[src/rtl/matrix_cfg_sequencer.sv]
// rtl/matrix_cfg_sequencer.sv - request decoder, read return and bulk clear for coupling-matrix tiles (optional MATRIX_CFG_SYM_WRITE_EN)
module matrix_cfg_sequencer #(
    parameter int          N          = 8,
    parameter int          TILES      = 2,
    parameter int          RD_LAT     = 2,
    parameter logic [31:0] CLEAR_WORD = 32'h0,
    localparam int         TW         = (TILES > 1) ? $clog2(TILES) : 1,
    localparam int         AW         = $clog2(N) + 1
) (
    input  logic                clk,
    input  logic                axi_rstn,
    input  logic                req_valid,
    output logic                req_ready,
    input  logic                req_we,
    input  logic [TW-1:0]       req_tile,
    input  logic [AW-1:0]       req_s,
    input  logic [AW-1:0]       req_d,
    input  logic                req_vh,
    input  logic [31:0]         req_wdata,
    output logic                rsp_valid,
    output logic [31:0]         rsp_rdata,
    input  logic                clear_start,
    output logic                busy,
    output logic                clear_done,
    output logic                m_wready,
    output logic [TILES-1:0]    m_wr_match,
    output logic [AW-1:0]       m_s_addr,
    output logic [AW-1:0]       m_d_addr,
    output logic                m_vh,
    output logic [31:0]         m_wdata,
    input  logic [32*TILES-1:0] m_rdata
);

    localparam int RCW = (RD_LAT > 1) ? $clog2(RD_LAT) : 1;

    typedef enum logic [2:0] {
        S_IDLE = 3'd0,
        S_WR   = 3'd1,
        S_RD   = 3'd2,
        S_CLR  = 3'd3,
        S_RSP  = 3'd4
`ifdef MATRIX_CFG_SYM_WRITE_EN
        ,
        S_MIR  = 3'd5
`endif
    } state_t;

    state_t             state_q;
    logic [RCW-1:0]     rd_cnt_q;
    logic [TW-1:0]      tile_q;
    logic               oor_q;
`ifdef MATRIX_CFG_SYM_WRITE_EN
    logic [AW-1:0]      s_q;
    logic [AW-1:0]      d_q;
    logic               vh_q;
`endif
    logic               rsp_valid_q;
    logic [31:0]        rsp_rdata_q;
    logic               clear_done_q;
    logic               m_wready_q;
    logic [TILES-1:0]   m_wr_match_q;
    logic [AW-1:0]      m_s_addr_q;
    logic [AW-1:0]      m_d_addr_q;
    logic               m_vh_q;
    logic [31:0]        m_wdata_q;

    logic               req_oor;
    logic [TILES-1:0]   req_sel;
    logic [31:0]        rd_word;
    logic               clr_last;

    // Decode the incoming request: range check and one-hot tile select
    always_comb begin
        req_sel = '0;
        for (int t = 0; t < TILES; t++) begin
            req_sel[t] = (req_tile == TW'(t));
        end
        req_oor = req_s[AW-1] | req_d[AW-1]
                | ({{(32-TW){1'b0}}, req_tile} >= 32'(TILES));
    end

    // Pick the read word of the tile captured at accept
    always_comb begin
        rd_word = '0;
        for (int t = 0; t < TILES; t++) begin
            if (tile_q == TW'(t)) begin
                rd_word = m_rdata[32*t +: 32];
            end
        end
    end

    assign clr_last = (m_s_addr_q == AW'(N - 1)) && (m_d_addr_q == AW'(N - 1)) && m_vh_q;

    // Sequencer: state plus every registered output
    always_ff @(posedge clk or negedge axi_rstn) begin
        if (!axi_rstn) begin
            state_q      <= S_IDLE;
            rd_cnt_q     <= '0;
            tile_q       <= '0;
            oor_q        <= 1'b0;
`ifdef MATRIX_CFG_SYM_WRITE_EN
            s_q          <= '0;
            d_q          <= '0;
            vh_q         <= 1'b0;
`endif
            rsp_valid_q  <= 1'b0;
            rsp_rdata_q  <= '0;
            clear_done_q <= 1'b0;
            m_wready_q   <= 1'b0;
            m_wr_match_q <= '0;
            m_s_addr_q   <= '0;
            m_d_addr_q   <= '0;
            m_vh_q       <= 1'b0;
            m_wdata_q    <= '0;
        end else begin
            rsp_valid_q  <= 1'b0;
            clear_done_q <= 1'b0;
            case (state_q)
                S_IDLE: begin
                    m_wready_q   <= 1'b0;
                    m_wr_match_q <= '0;
                    if (clear_start) begin
                        state_q      <= S_CLR;
                        m_wready_q   <= 1'b1;
                        m_wr_match_q <= '1;
                        m_s_addr_q   <= '0;
                        m_d_addr_q   <= '0;
                        m_vh_q       <= 1'b0;
                        m_wdata_q    <= CLEAR_WORD;
                    end else if (req_valid) begin
                        tile_q       <= req_tile;
                        oor_q        <= req_oor;
`ifdef MATRIX_CFG_SYM_WRITE_EN
                        s_q          <= req_s;
                        d_q          <= req_d;
                        vh_q         <= req_vh;
`endif
                        m_s_addr_q   <= req_s;
                        m_d_addr_q   <= req_d;
                        m_vh_q       <= req_vh;
                        m_wdata_q    <= req_wdata;
                        m_wr_match_q <= req_oor ? '0 : req_sel;
                        if (req_we) begin
                            state_q    <= S_WR;
                            m_wready_q <= 1'b1;
                        end else begin
                            state_q    <= S_RD;
                            m_wready_q <= 1'b0;
                            rd_cnt_q   <= RCW'(RD_LAT - 1);
                        end
                    end
                end
                S_WR: begin
`ifdef MATRIX_CFG_SYM_WRITE_EN
                    if (s_q != d_q) begin
                        // Transposed entry keeps J symmetric; strobe and tile select stay up
                        state_q    <= S_MIR;
                        m_s_addr_q <= d_q;
                        m_d_addr_q <= s_q;
                        m_vh_q     <= ~vh_q;
                    end else begin
                        state_q      <= S_RSP;
                        m_wready_q   <= 1'b0;
                        m_wr_match_q <= '0;
                        rsp_valid_q  <= 1'b1;
                        rsp_rdata_q  <= '0;
                    end
`else
                    state_q      <= S_RSP;
                    m_wready_q   <= 1'b0;
                    m_wr_match_q <= '0;
                    rsp_valid_q  <= 1'b1;
                    rsp_rdata_q  <= '0;
`endif
                end
`ifdef MATRIX_CFG_SYM_WRITE_EN
                S_MIR: begin
                    state_q      <= S_RSP;
                    m_wready_q   <= 1'b0;
                    m_wr_match_q <= '0;
                    rsp_valid_q  <= 1'b1;
                    rsp_rdata_q  <= '0;
                end
`endif
                S_RD: begin
                    if (rd_cnt_q == '0) begin
                        state_q      <= S_RSP;
                        m_wr_match_q <= '0;
                        rsp_valid_q  <= 1'b1;
                        rsp_rdata_q  <= oor_q ? 32'hAAAA_AAAA : rd_word;
                    end else begin
                        rd_cnt_q <= rd_cnt_q - RCW'(1);
                    end
                end
                S_CLR: begin
                    if (clr_last) begin
                        state_q      <= S_IDLE;
                        m_wready_q   <= 1'b0;
                        m_wr_match_q <= '0;
                        clear_done_q <= 1'b1;
                    end else if (m_vh_q) begin
                        m_vh_q <= 1'b0;
                        if (m_d_addr_q == AW'(N - 1)) begin
                            m_d_addr_q <= '0;
                            m_s_addr_q <= m_s_addr_q + AW'(1);
                        end else begin
                            m_d_addr_q <= m_d_addr_q + AW'(1);
                        end
                    end else begin
                        m_vh_q <= 1'b1;
                    end
                end
                S_RSP: begin
                    state_q <= S_IDLE;
                end
                default: begin
                    state_q      <= S_IDLE;
                    m_wready_q   <= 1'b0;
                    m_wr_match_q <= '0;
                end
            endcase
        end
    end

    assign req_ready  = (state_q == S_IDLE) && !clear_start;
    assign busy       = (state_q != S_IDLE);
    assign rsp_valid  = rsp_valid_q;
    assign rsp_rdata  = rsp_rdata_q;
    assign clear_done = clear_done_q;
    assign m_wready   = m_wready_q;
    assign m_wr_match = m_wr_match_q;
    assign m_s_addr   = m_s_addr_q;
    assign m_d_addr   = m_d_addr_q;
    assign m_vh       = m_vh_q;
    assign m_wdata    = m_wdata_q;

endmodule

[config.mk]
export PLATFORM = sky130hd
export DESIGN_NAME = matrix_cfg_sequencer
export DESIGN_NICKNAME = d
export VERILOG_FILES = /design/src/rtl/matrix_cfg_sequencer.sv
export SDC_FILE = /design/constraint.sdc
export NUM_CORES = 1
export LEC_CHECK = 0
export ABC_AREA = 1
export ABC_CLOCK_PERIOD_IN_PS = 1850
export BUFFER_PORTS_ARGS = -buffer_cell sky130_fd_sc_hd__buf_2
export CORE_MARGIN = 5
export CORE_UTILIZATION = 47
export DETAILED_ROUTE_END_ITERATION = 8
export PLACE_DENSITY = 0.81
export REMOVE_ABC_BUFFERS = 1
export SYNTH_ARGS = -nofsm -noshare
export SYNTH_HDL_FRONTEND = slang
export SYNTH_SLANG_ARGS = --single-unit
[constraint.sdc]
create_clock -name clk -period 1.85 [get_ports clk]
set_input_delay 0.185 -clock clk [delete_from_list [all_inputs] [get_ports clk]]
set_output_delay 0.185 -clock clk [all_outputs]
set_load 0.05 [all_outputs]
# Word-level counts from Yosys, hierarchy flattened
# Index checks and enable logic that the tools add are counted.
[word_totals]
reg_bits = 84
latch_bits = 0
mem_bits_rw = 0
mem_bits_ro = 0
inputBits = 111
out_inout_bits = 80
word_cells = 106
n_memories = 0
[classes]
add_sub_neg = 3
mul = 0
n_div = 0
n_lt_le_gt_ge = 0
eq_ne = 15
shift = 0
mux = 49
bitwise_logic = 5
n_reduce_logical = 21
[op_table]
columns = ["operator", "count"]
rows = [
  ["$mux W32", 5],
  ["$pmux W32 S2", 1],
  ["$mux W4", 10],
  ["$ne A2 B2 Y1 const B", 8],
  ["$pmux W4 S2", 2],
  ["$mux W1", 15],
  ["$mux W2", 6],
  ["$mux W3", 4],
  ["$pmux W3 S4", 1],
  ["$reduce_and A3 Y1", 4],
  ["$add A4 B1 Y4 const B", 2],
  ["$eq A4 B3 Y1 const B", 2],
  ["$pmux W2 S4", 1],
  ["$reduce_and A4 Y1", 2],
  ["$reduce_bool A2 Y1", 4],
  ["$eq A3 B2 Y1 const B", 2],
  ["$pmux W1 S2", 3],
  ["$reduce_and A2 Y1", 3],
  ["$reduce_and A5 Y1", 1],
  ["$not A1 Y1", 4],
  ["$eq A3 B1 Y1 const B", 1],
  ["$eq A3 B3 Y1 const B", 1],
  ["$logic_and A1 B1 Y1", 3],
  ["$logic_not A3 Y1", 1],
  ["7 further kinds", 7],
]

# Longest topological paths before layout
[depth]
word_depth = 5
ltp_mapped = 9
ltp_nobuf = 9

# Worst setup path before layout
# No wires, ideal clock.
[synth_path]
path_type = "reg-to-reg"
startpoint = "register state_q[1]"
endpoint = "register m_wdata_q[10], in the netlist m_wdata[10]"
setup_ns = 0.066
arrival_ns = 2.314
t_required_ns = 1.784
slack_ns = -0.530
stages_incl_launch_ff = 9
path_buffers = 1
period_less_slack_ns = 2.380
cell_sequence = "dfrtp_1 nor2_1 nand2_1 nor2_1 nand2_1 clkinv_1 buf_2 nand2_1 nand2_1"
[synth_via]
elab_chain_cells = 2
[synth_rtl]
columns = ["item", "line_no", "text"]
rows = [
  ["start: declaration", "48", "state_t state_q;"],
  ["start signal: assignment", "97", "state_q <= S_IDLE;"],
  ["start signal: assignment", "123", "state_q <= S_CLR;"],
  ["start signal: assignment", "144", "state_q <= S_WR;"],
  ["$logic_not A3 Y1", "118", "case (state_q)"],
  ["$reduce_and A2 Y1 (no line)", "-", ""],
  ["end signal: assignment", "141", "m_wdata_q <= req_wdata;"],
  ["end: declaration", "65", "logic [31:0] m_wdata_q;"],
]
# No other way between the ends.
# A chain may end at the register's enable or synchronous reset.

# Final worst setup path
[layout_path]
startpoint = "register state_q[1]"
endpoint = "output req_ready"
[layout_via]
elab_chain_cells = 2
[layout_rtl]
columns = ["item", "line_no", "text"]
rows = [
  ["$logic_not A3 Y1", "225", "assign req_ready = (state_q == S_IDLE) && !clear_start;"],
  ["$logic_and A1 B1 Y1", "225", ""],
  ["end: declaration", "13", "output logic req_ready,"],
]
# No other way between the ends.

==> reports/summary.txt <==
P_leak: 0.003007 uW
CP max-delay cell: dfrtp_1
Cell Rows: 33
Mapped Area: 3990 um2
R2R Path Start: m_d_addr[1]
Die Y-Extent: 102.1 um
WP data arrival: 1.57 ns
Final std cells w/o fill: 824
Vias in the first global route: 3,811
Mean Syn Cell Area: 7.600 um2
Die W: 102.1 um
CTS Sinks: 84
Outcome: complete, no violations
# DRC: 0
Clock Latency Late Sink: 0.35 ns
Final WL: 11.20 mm
Req. time, crit path: 1.66 ns
Crit-path most repeated cell: nor2_1
Overall Global Routing Usage: 21.48%
Syn. warnings: 0
Layout Cell Area excl Fill: 5315 um2
GPL Wtd Cong: 0.9218
Peak supply drop: 0.3689 mV
ANT nets after route: 0
Cell count after placement: 807
TNS Setup: 0 ns
RSZ-0062 raised after global routing: false
H-tree levels: 3
Count of final hold-check violations: 0
CTS tree: done
Clock slew seen by the registers of the worst setup and hold paths: 0.10 ns
Port Buffers: 190
1st-iter DRT viols: 103
Via density: 4.937
Cts bufs inserted: 9
# Post-CTS Setup Buffers: 0
Area grow syn2layout: 33.21%
Largest net degree at the start of global routing: 54
Cell variety after synth: 25
Clock Path Buffers: 2
Final-layout fill cell count: 722
# IOs: 191
Antenna violations before repair: 0
Hold Path Origin: req_wdata[1]
Diodes inserted: 0
Register area share after synthesis: 52.68%
First-pass GRT wire length: 17.70 mm
Fin nets: 827
Syn Inst Count: 525
Min-Delay Path Class: in2reg
HPWL Detailed: 8.406 mm
Number of setup violations in the final report: 0
Fin. max-slew vios: 0
Fmax achieved: 570.9 MHz
Clock Skew: 0.01291 ns
Area of the core: 8258 um2
Family with the most delay on the worst path: simple AND/OR/NAND/NOR gates
Worst path bufs/invs: 1
Largest stage delay, worst path: 0.44 ns
Die ar.: 10,430 um2
DRT Pass-1 Iters: 4
Starting Density: 48.32%
Power per cell area: 683.7 nW/um2
CTS root buf: clkbuf_8
Max FO, Critical Path: 5
CP Cell Sequence: nor2_1, nand2_1, nor2_1, buf_2
Max_slew headroom: 66.65%
Grt ovf: 0
Placed instance area: 5095 um2
Yosys reg bits: 84
Layout cells sized above 1: 31.57%
Clock period minus final worst setup slack: 1.751 ns
Crit Path Category: reg2out
Routed vias: 4,068
Max-Cap Viols: 0
Crit. End Element: output port
Worst Setup SP: state_q[1]
Final period util: 94.67%
Worst-Margin Slew: 0.4972 ns
Crit start category: flop
WL/cell: 13.60 um
Final Power: 3634 uW
[power breakdown]
| part | total (uW) | switching [uW] | internal [uW] | leakage (uW) |
|---|---|---|---|---|
| registers | 1880 | 16.2 | 1860 | 0.000939 |
| clock network | 1360 | 715 | 645 | 0.0000955 |
| logic | 395 | 252 | 143 | 0.00197 |
[timing repair]
item	in CTS	in global routing
hold buffers	1	0
resized for setup	0	1
hold endpoints to repair	31	0
setup endpoints to repair	0	9
[worst paths after layout]
path / end / slack (ns) / depth (start not counted)
min in group asynchronous: rsp_rdata[31] / 0.30 / 2
worst max-delay path: req_ready / 0.1 / 4
max in group asynchronous: m_wdata[11] / 0.92 / 3
worst max register to register: m_s_addr[1] / 0.18 / 9
worst min register to register: m_wdata[11] / 0.48 / 2
worst min-delay path: m_wdata[1] / 0.02 / 3
[sequential cells by signal, indices dropped and copies added (netlist names), 2 cells and up]
| register | cells |
|---|---|
| m_wr_match | 2 |
| state_q | 3 |
| m_wdata | 32 |
| rsp_rdata | 32 |
| m_d_addr | 4 |
| m_s_addr | 4 |
[per-stage QoR]
stage | util [%] | setup WS, ns | hold slack (ns)
2_1_floorplan | - | -0.7071 | -0.1106
3_3_place_gp | 61.70 | 0.1977 | 0.1402
3_5_place_dp | 61.70 | 0.1020 | 0.1441
4_1_cts | 64.33 | 0.07017 | 0.006070
5_1_grt | 64.36 | 0.001452 | 0.002832
6_report | 64.36 | 0.09853 | 0.01852
[cells in the mapped netlist]
master    instances  area [um2]
nand2_1         230       863.3
dfrtp_1          84        2102
nand3_1          70       350.3
inv_1            42       157.7
o21ai_0          41       205.2
clkbuf_1         14       52.55
nor2_1            7       26.28
buf_2             6       30.03
clkinv_1          4       15.01
a21oi_1           3       15.01
buf_4             3       22.52
nor3_1            3       15.01
clkbuf_2          2       10.01
ha_1              2       25.02
nand4_1           2       12.51
o21ai_2           2       17.52
or2_2             2       12.51
inv_2             1       3.750
nand2_2           1       6.260
nor2_2            1       6.260
nor2_4            1       11.26
o211ai_1          1       7.510
o21bai_1          1       7.510
o22ai_1           1       6.260
xnor2_1           1       8.760
[cell type report]
type | instances | area (um2) | area share [%]
flip-flops and latches | 84 | 2102 | 39.55
well taps | 105 | 131.4 | 2.472
multi-input cells | 369 | 1607 | 30.23
repair buffers | 203 | 1091 | 20.53
clock buffers | 9 | 123.9 | 2.331
clock inverters | 7 | 83.83 | 1.577
inverters | 47 | 176.4 | 3.319
[per-layer routing]
metal | part of all wire (%) | up-vias | global-route usage, %
li1 | - | 2021 | -
met1 | 41 | 1853 | 27.34
met2 | 46 | 184 | 35.93
met3 | 12 | 10 | 5.870
met4 | 0.96 | 0 | 6.559
met5 | 0 | - | 0
[kinds of logic after synthesis]
logic type	count (synthesis)	share of synthesized area [%]
simple gates	317	32.68
flops	84	52.68
buf+inv	72	7.306
compound gates	49	6.491
fa+ha+maj	2	0.6271
xor+xnor	1	0.2195
[worst register-to-register path, stage by stage (launching register included)]
cell and delay (ns):
dfrtp_1 0.43, ha_1 0.22, nand2_1 0.06, nor2_1 0.17
nand2_1 0.10, nand2_1 0.15, nand2_2 0.18, nand2_1 0.17
nand2_1 0.08, nand2_1 0.06
[placed cells by master (no fill, tap or decap), types with 2 or more instances in the layout]
cell type | Yosys | routed
a21oi_1 | 3 | 3
buf_12 | 0 | 3
buf_2 | 6 | 189
buf_4 | 3 | 10
clkbuf_8 | 0 | 9
clkinv_1 | 4 | 4
clkinvlp_4 | 0 | 3
dfrtp_1 | 84 | 84
ha_1 | 2 | 2
inv_1 | 42 | 42
inv_8 | 0 | 2
nand2_1 | 230 | 229
nand2_2 | 1 | 2
nand3_1 | 70 | 70
nand4_1 | 2 | 2
nor2_1 | 7 | 7
nor3_1 | 3 | 3
o21ai_0 | 41 | 41
or2_2 | 2 | 2
(Power assumes the default switching activity.)
